`src/rtl/div_unit.sv`:
```
// Iterative radix-2 restoring divider for RV32M DIV/DIVU/REM/REMU with a busy/done handshake.
// Optional result cache for repeated operands is enabled by defining DIV_RESULT_CACHE_EN.
module div_unit #(
  parameter int XLEN  = 32,
  parameter int CNT_W = 6
) (
  input  logic            clk,
  input  logic            rst,
  input  logic            div_req_i,
  input  logic [2:0]      alu_d_ops_i,
  input  logic [XLEN-1:0] alu_operand_1_i,
  input  logic [XLEN-1:0] alu_operand_2_i,
  input  logic            flush_i,
  output logic            div_busy_o,
  output logic            div_done_o,
  output logic [XLEN-1:0] div_result_o
);

  localparam logic [2:0] OP_DIV  = 3'd1;
  localparam logic [2:0] OP_DIVU = 3'd2;
  localparam logic [2:0] OP_REM  = 3'd3;
  localparam logic [2:0] OP_REMU = 3'd4;

  localparam logic [XLEN-1:0] INT_MIN = {1'b1, {(XLEN-1){1'b0}}};

  typedef enum logic [1:0] {
    IDLE = 2'd0,
    CALC = 2'd1,
    FIX  = 2'd2,
    DONE = 2'd3
  } state_t;

  state_t state, state_nxt;

  logic [CNT_W-1:0] cnt;
  logic [XLEN-1:0]  rem;
  logic [XLEN-1:0]  quo;
  logic [XLEN-1:0]  dvs;
  logic [XLEN-1:0]  quo_fin;
  logic [XLEN-1:0]  rem_fin;
  logic [XLEN-1:0]  result_q;
  logic             sel_quo;
  logic             sign_q;
  logic             sign_r;
  logic             special;

  logic            op_valid;
  logic            op_signed;
  logic            op_is_div;
  logic            accept;
  logic            neg1;
  logic            neg2;
  logic [XLEN-1:0] abs1;
  logic [XLEN-1:0] abs2;
  logic            div_zero;
  logic            overflow;
  logic            cache_hit;
  logic [XLEN-1:0] hit_quo;
  logic [XLEN-1:0] hit_rem;
  logic [XLEN:0]   rem_sh;
  logic [XLEN:0]   trial;
  logic [XLEN-1:0] res_sel;

  assign op_valid  = (alu_d_ops_i >= OP_DIV) && (alu_d_ops_i <= OP_REMU);
  assign op_signed = (alu_d_ops_i == OP_DIV) || (alu_d_ops_i == OP_REM);
  assign op_is_div = (alu_d_ops_i == OP_DIV) || (alu_d_ops_i == OP_DIVU);
  assign accept    = (state == IDLE) && div_req_i && op_valid && !flush_i;

  assign neg1 = op_signed && alu_operand_1_i[XLEN-1];
  assign neg2 = op_signed && alu_operand_2_i[XLEN-1];
  assign abs1 = neg1 ? (~alu_operand_1_i + 1'b1) : alu_operand_1_i;
  assign abs2 = neg2 ? (~alu_operand_2_i + 1'b1) : alu_operand_2_i;

  assign div_zero = (alu_operand_2_i == '0);
  assign overflow = op_signed && (alu_operand_1_i == INT_MIN) && (alu_operand_2_i == '1);

  // The shifted partial remainder can need one bit more than XLEN before the trial subtract.
  assign rem_sh = {rem, quo[XLEN-1]};
  assign trial  = rem_sh - {1'b0, dvs};

  assign res_sel = sel_quo ? quo_fin : rem_fin;

`ifdef DIV_RESULT_CACHE_EN
  logic            c_vld;
  logic [XLEN-1:0] c_op1;
  logic [XLEN-1:0] c_op2;
  logic            c_sgn;
  logic [XLEN-1:0] c_quo;
  logic [XLEN-1:0] c_rem;
  logic [XLEN-1:0] raw_op1;
  logic [XLEN-1:0] raw_op2;
  logic            raw_sgn;

  assign cache_hit = c_vld && (c_op1 == alu_operand_1_i) && (c_op2 == alu_operand_2_i)
                     && (c_sgn == op_signed);
  assign hit_quo   = c_quo;
  assign hit_rem   = c_rem;

  always_ff @(posedge clk) begin
    if (rst) begin
      c_vld   <= 1'b0;
      c_op1   <= '0;
      c_op2   <= '0;
      c_sgn   <= 1'b0;
      c_quo   <= '0;
      c_rem   <= '0;
      raw_op1 <= '0;
      raw_op2 <= '0;
      raw_sgn <= 1'b0;
    end else begin
      if (accept) begin
        raw_op1 <= alu_operand_1_i;
        raw_op2 <= alu_operand_2_i;
        raw_sgn <= op_signed;
      end
      if (state == DONE && !flush_i) begin
        c_vld <= 1'b1;
        c_op1 <= raw_op1;
        c_op2 <= raw_op2;
        c_sgn <= raw_sgn;
        c_quo <= quo_fin;
        c_rem <= rem_fin;
      end
    end
  end
`else
  assign cache_hit = 1'b0;
  assign hit_quo   = '0;
  assign hit_rem   = '0;
`endif

  always_ff @(posedge clk) begin
    if (rst) begin
      state <= IDLE;
    end else begin
      state <= state_nxt;
    end
  end

  always_comb begin
    state_nxt  = state;
    div_busy_o = 1'b0;
    div_done_o = 1'b0;
    case (state)
      IDLE: begin
        if (accept) begin
          if (cache_hit) begin
            state_nxt = DONE;
          end else if (div_zero || overflow) begin
            state_nxt = FIX;
          end else begin
            state_nxt = CALC;
          end
        end
      end
      CALC: begin
        div_busy_o = 1'b1;
        if (flush_i) begin
          state_nxt = IDLE;
        end else if (cnt == CNT_W'(XLEN-1)) begin
          state_nxt = FIX;
        end
      end
      FIX: begin
        div_busy_o = 1'b1;
        state_nxt  = flush_i ? IDLE : DONE;
      end
      DONE: begin
        div_done_o = !flush_i;
        state_nxt  = IDLE;
      end
      default: state_nxt = IDLE;
    endcase
  end

  // The result is only committed on an unflushed done, so a flush in DONE leaves the output untouched.
  assign div_result_o = div_done_o ? res_sel : result_q;

  always_ff @(posedge clk) begin
    if (rst) begin
      cnt      <= '0;
      rem      <= '0;
      quo      <= '0;
      dvs      <= '0;
      quo_fin  <= '0;
      rem_fin  <= '0;
      result_q <= '0;
      sel_quo  <= 1'b0;
      sign_q   <= 1'b0;
      sign_r   <= 1'b0;
      special  <= 1'b0;
    end else begin
      case (state)
        IDLE: begin
          if (accept) begin
            sel_quo <= op_is_div;
            sign_q  <= neg1 ^ neg2;
            sign_r  <= neg1;
            dvs     <= abs2;
            quo     <= abs1;
            rem     <= '0;
            cnt     <= '0;
            special <= 1'b0;
            if (cache_hit) begin
              quo_fin <= hit_quo;
              rem_fin <= hit_rem;
            end else if (div_zero) begin
              special <= 1'b1;
              quo_fin <= '1;
              rem_fin <= alu_operand_1_i;
            end else if (overflow) begin
              special <= 1'b1;
              quo_fin <= INT_MIN;
              rem_fin <= '0;
            end
          end
        end
        CALC: begin
          cnt <= cnt + CNT_W'(1);
          if (!trial[XLEN]) begin
            rem <= trial[XLEN-1:0];
            quo <= {quo[XLEN-2:0], 1'b1};
          end else begin
            rem <= rem_sh[XLEN-1:0];
            quo <= {quo[XLEN-2:0], 1'b0};
          end
        end
        FIX: begin
          if (!special) begin
            quo_fin <= sign_q ? (~quo + 1'b1) : quo;
            rem_fin <= sign_r ? (~rem + 1'b1) : rem;
          end
        end
        DONE: begin
          if (!flush_i) begin
            result_q <= res_sel;
          end
        end
        default: ;
      endcase
    end
  end

endmodule

```
`config.mk`:
```
export PLATFORM = sky130hd
export DESIGN_NAME = div_unit
export DESIGN_NICKNAME = d
export VERILOG_FILES = /design/src/rtl/div_unit.sv
export SDC_FILE = /design/constraint.sdc
export NUM_CORES = 1
export LEC_CHECK = 0
export ABC_CLOCK_PERIOD_IN_PS = 4100
export BUFFER_PORTS_ARGS = -buffer_cell sky130_fd_sc_hd__buf_2
export CAP_MARGIN = 20
export CORE_MARGIN = 2
export CORE_UTILIZATION = 50
export DETAILED_ROUTE_END_ITERATION = 6
export PLACE_DENSITY = 0.68
export RECOVER_POWER = 50
export SLEW_MARGIN = 25
export SYNTH_ARGS = -nofsm -noshare
export SYNTH_HDL_FRONTEND = slang
export SYNTH_SLANG_ARGS = --single-unit
```
`constraint.sdc`:
```
create_clock -name clk -period 4.1 [get_ports clk]
set_input_delay 0.41 -clock clk [delete_from_list [all_inputs] [get_ports clk]]
set_output_delay 0.41 -clock clk [all_outputs]
set_load 0.05 [all_outputs]
```
# Yosys cells after proc, flatten, opt, wreduce, memory -nomap -nowiden
# Cells that the tools add are included.
op_classes:
  n_addsub: 6
  n_eq_ne: 13
  bitwise: 6
  muxes: 34
  n_reduce_logical: 22
  order_cmp: 2
ops:
  columns: ["op", "count"]
  rows:
  - ["two-way mux 32 bit", 17]
  - ["case mux 32 bit (2 select lines)", 4]
  - ["adder 32 x 1 -> 32 bit, second input constant", 4]
  - ["inverter 32 bit", 4]
  - ["equality test 32 bit, second input constant", 2]
  - ["subtractor 33 x 32 -> 33 bit", 1]
  - ["zero test 32 bit", 1]
  - ["case mux 6 bit (2 select lines)", 1]
  - ["two-way mux 2 bit", 5]
  - ["logical AND 1 bit", 8]
  - ["case mux 2 bit (4 select lines)", 1]
  - ["AND reduction 2 bit", 4]
  - ["adder 6 x 1 -> 6 bit, second input constant", 1]
  - ["equality test 3 x 2 -> 1 bit, second input constant", 2]
  - ["equality test 6 x 5 -> 1 bit, second input constant", 1]
  - ["two-way mux 6 bit", 1]
  - ["!= test 3 bit, second input constant", 2]
  - ["two-way mux 1 bit", 5]
  - ["equality test 2 bit, second input constant", 2]
  - ["!= test 2 bit, second input constant", 2]
  - ["AND reduction 4 bit", 1]
  - ["nonzero test 2 bit", 2]
  - ["equality test 3 x 1 -> 1 bit, second input constant", 1]
  - [">= comparator 3 x 1 -> 1 bit, second input constant", 1]
  - ["8 further kinds", 10]
totals:
  reg_bits: 204
  in_bits: 71
  out_inout_bits: 34
  elab_cells: 95

# Logic depth before layout (Yosys ltp)
depth:
  ltp_word: 8
  ltp_mapped: 13
  mapped_depth_nobuf: 12

# Worst setup path after synthesis
# OpenSTA, ideal clock, no wires.
synth_path:
  path_kind: "register to register"
  start: "register rem[16]"
  end: "register rem[25]"
  arrival_ps: 2899
  t_required_ps: 3972
  synth_period_minus_slack_ps: 3027
  path_buffers: 1
  path_stages_with_launch: 12
  path_slack_ps: 1073
  path_cell_list: "dfxtp_1 ha_1 a21o_1 a221o_1 a211oi_1 o31a_1 o21ai_1 or4b_1 nand3_1 buf_2 mux2i_1 o21ai_1"
synth_between:
  elab_chain_cells: 3
synth_lines:
  columns: ["element", "line_no", "text"]
  rows:
  - ["from (decl)", "36", "logic [XLEN-1:0] rem;"]
  - ["from (signal assigned)", "221", "rem <= trial[XLEN-1:0];"]
  - ["from (signal assigned)", "224", "rem <= rem_sh[XLEN-1:0];"]
  - ["subtractor 33 x 32 -> 33 bit", "79", "assign trial = rem_sh - {1'b0, dvs};"]
  - ["two-way mux 32 bit", "220", "if (!trial[XLEN]) begin"]
  - ["case mux 32 bit (2 select lines)", "193", "case (state)"]
# No other way between the ends.
# A chain may end at the register's enable or synchronous reset.

# Final worst setup path
layout_path:
  start: "register sel_quo"
  end: "output port div_result_o[15]"
layout_between:
  elab_chain_cells: 2
layout_lines:
  columns: ["element", "line_no", "text"]
  rows:
  - ["from (decl)", "42", "logic sel_quo;"]
  - ["from (signal assigned)", "196", "sel_quo <= op_is_div;"]
  - ["two-way mux 32 bit", "81", "assign res_sel = sel_quo ? quo_fin : rem_fin;"]
  - ["two-way mux 32 bit", "177", "assign div_result_o = div_done_o ? res_sel : result_q;"]
  - ["to (decl)", "16", "output logic [XLEN-1:0] div_result_o"]
# No other way between the ends.

==> metrics.txt <==
Clk Latency, worst-skew pair 0.54 ns; Max Cap Violations 2; final wirelength 40970 um; share of cells above drive strength 1 0.1003; GRT Util Overall 0.2901; gp weighted congestion 0.9648; initial DRC count 975; Pleak 0.005580 uW; critical path required time 3.69 ns; Seq cells post-synth 204; commonest register cell after synthesis dfxtp_1; Worst Path Max Fanout 34; area grow syn2layout 11.52%; slowest CP cell dfxtp_1; post-synth top area cell dfxtp_1; sequential power share 0.237; CTS Buffer Depth 3; PortBufs 104; placement-stage cell area 0.01401 mm2; share of flip-flops with an asynchronous set or reset 0; row count 59; Max Clock Skew 0.01586 ns; Comb power frac 0.560; Hold Crit Start alu_d_ops_i[2]; Post-Layout Cell Count 2160; Diodes inserted 0; die width 167.0 um; peak supply drop 0.0007328 V; post-synthesis sequential area ratio 0.3074; Synth area leaders dfxtp_1, nand2_1, xnor2_1; vias in the first global route 11990; clock root cell clkbuf_16; Starting Density 0.5099; clock network fraction of design power 0.203; total grt overflow 0; Post-CTS Setup Bufs 0; post-synth cell types 71; startpoint types flip-flop; commonest cells in the synthesized netlist nand2_1, dfxtp_1, nor2_1; class of the worst hold path in2reg; Worst Setup SP sel_quo; fin. max-slew vios 50; Hold Violations, Final 0; P_sw 4931 uW; DRT antenna net count 0; Slew HR -0.4546; Pwr per Cell Area 760.3 mW/mm2; nets 1923; run status complete, but fails checks; Synth Warn # 0; max incr delay on CP 1.78 ns; hold_buf cts 0; I/O pin count 105; first-pass GRT wire length 65610 um; crit-path cells mux2i_1, o21ai_0, buf_2; DRT Pass-1 Iters 5; CTS tree built; Sink Count 204; Final Cell Area 0.01482 mm2; syn nets 1885; crit end category output port; FMAX 254.5 MHz; Core Area 0.02606 mm2; R2R Path Start rem[0]; setup_tns 0 ns; crit path DAT 3.52 ns; EDFF count, synth 0; antenna violations before repair 0; Cell Count Post-Placement 2118; CTS H-tree lvls 1; final setup fails 0; Die H 167.0 um; Routed WL per cell 18.97 um; Via Count 12700; RSZ-0062 raised after global routing false; Cells after Synth 1771; area of the mapped netlist 0.01329 mm2; Worst-Margin Slew 2.182 ns; cts repair resizes 0; DRC 0; die area 0.02789 mm2; Synth top area share 0.3074; Avg Inst Size Synth 7.502 um2; crit share post-route 0.9584; sw frac 0.4378; internal power 6333 uW; vias per inst 5.880; clk slew on worst S/H paths 0.06 ns; CTS buffer count 24; top-count cell post-synth nand2_1; post-route minimum period 3.929 ns; failing checks capacitance limit, slew limit; DP Wirelength 30080 um; largest net degree at the start of global routing 139; Setup CP Type reg2out
## layer usage
metal | vias up | routed length [um] | GRT usage
met5 | - | 0 | 0
met3 | 116 | 1611 | 0.02947
met2 | 344 | 19580 | 0.4954
met4 | 0 | 2335 | 0.1484
li1 | 6320 | - | -
met1 | 5920 | 17440 | 0.3632
## logic make-up after synthesis
logic type | count (synthesis) | synth area share
AOI/OAI and AO/OA | 469 | 0.2231
xor gates and xnor gates | 143 | 0.09426
adders and majority gates | 43 | 0.04106
buffers and inverters | 176 | 0.05217
DFF | 204 | 0.3074
muxes | 60 | 0.04520
and+or+nand+nor | 676 | 0.2368
## power by group through the flow
stage / Sequential [uW] / Clock, uW / Combinational, uW
floorplan: 2560 / 0 / 5010
global placement: 2690 / 0 / 6220
detailed placement: 2700 / 0 / 6240
CTS: 2660 / 2310 / 6280
global route: 2710 / 2390 / 6940
finish: 2670 / 2290 / 6310
## cell type report
| type | instances | area [um2] |
|---|---|---|
| clock buffer | 32 | 670.6 |
| clock inverter | 10 | 167.7 |
| fill | 2503 | 11240 |
| inverter | 60 | 225.2 |
| multi-input combinational | 1391 | 8547 |
| sequential | 204 | 4084 |
| tap | 335 | 419.2 |
| timing repair buffer | 128 | 703.2 |
## worst max-delay path, delay by kind of cell, from the launching register on
family                 cells  cell delay [ns]
AOI/OAI and AO/OA          1             0.44
buffers and inverters      1             0.34
DFF                        1             1.78
muxes                      1             0.38
## sequential cells by signal, indices dropped and copies added, names as in the netlist
name      cells
rem          32
state         2
rem_fin      32
dvs          32
cnt           6
sign_q        1
quo_fin      32
sign_r        1
sel_quo       1
result_q     32
quo          32
special       1
## worst paths after layout
check / endpoint / slack (ns) / depth (start not counted)
hold / removal: sel_quo / 0.1 / 2
hold reg to reg: dvs[17] / 0.45 / 2
setup / recovery: div_result_o[15] / 0.17 / 3
setup reg to reg: rem[26] / 0.42 / 12
## placed cells by master (no fill, tap or decap), drive strengths merged, types with 16 or more instances in the layout
cell type | netlist | routed
a21oi | 130 | 130
nand2 | 283 | 283
o21ai | 144 | 144
nor2b | 43 | 43
nor3 | 59 | 59
ha | 42 | 42
dfxtp | 204 | 204
nor2 | 150 | 150
inv | 60 | 61
xnor2 | 75 | 75
o31ai | 25 | 25
xor2 | 68 | 68
mux2i | 60 | 60
buf | 17 | 94
nor4 | 16 | 16
a211oi | 50 | 50
a221oi | 23 | 23
or3 | 18 | 18
nand3 | 22 | 22
clkbuf | 99 | 66
## stage by stage
step	hold WS, ns	worst slack [ns]	utilization	total power, uW
finish	0.09795	0.1708	0.5686	11260
detailed placement	0.4473	0.4504	0.5377	8945
CTS	0.08126	0.4136	0.5698	11240
global route	0.1078	0.04665	0.5686	12040
global placement	0.4397	0.4299	0.5372	8913
floorplan	0.4315	1.073	-	7570
(Power assumes the default switching activity.)
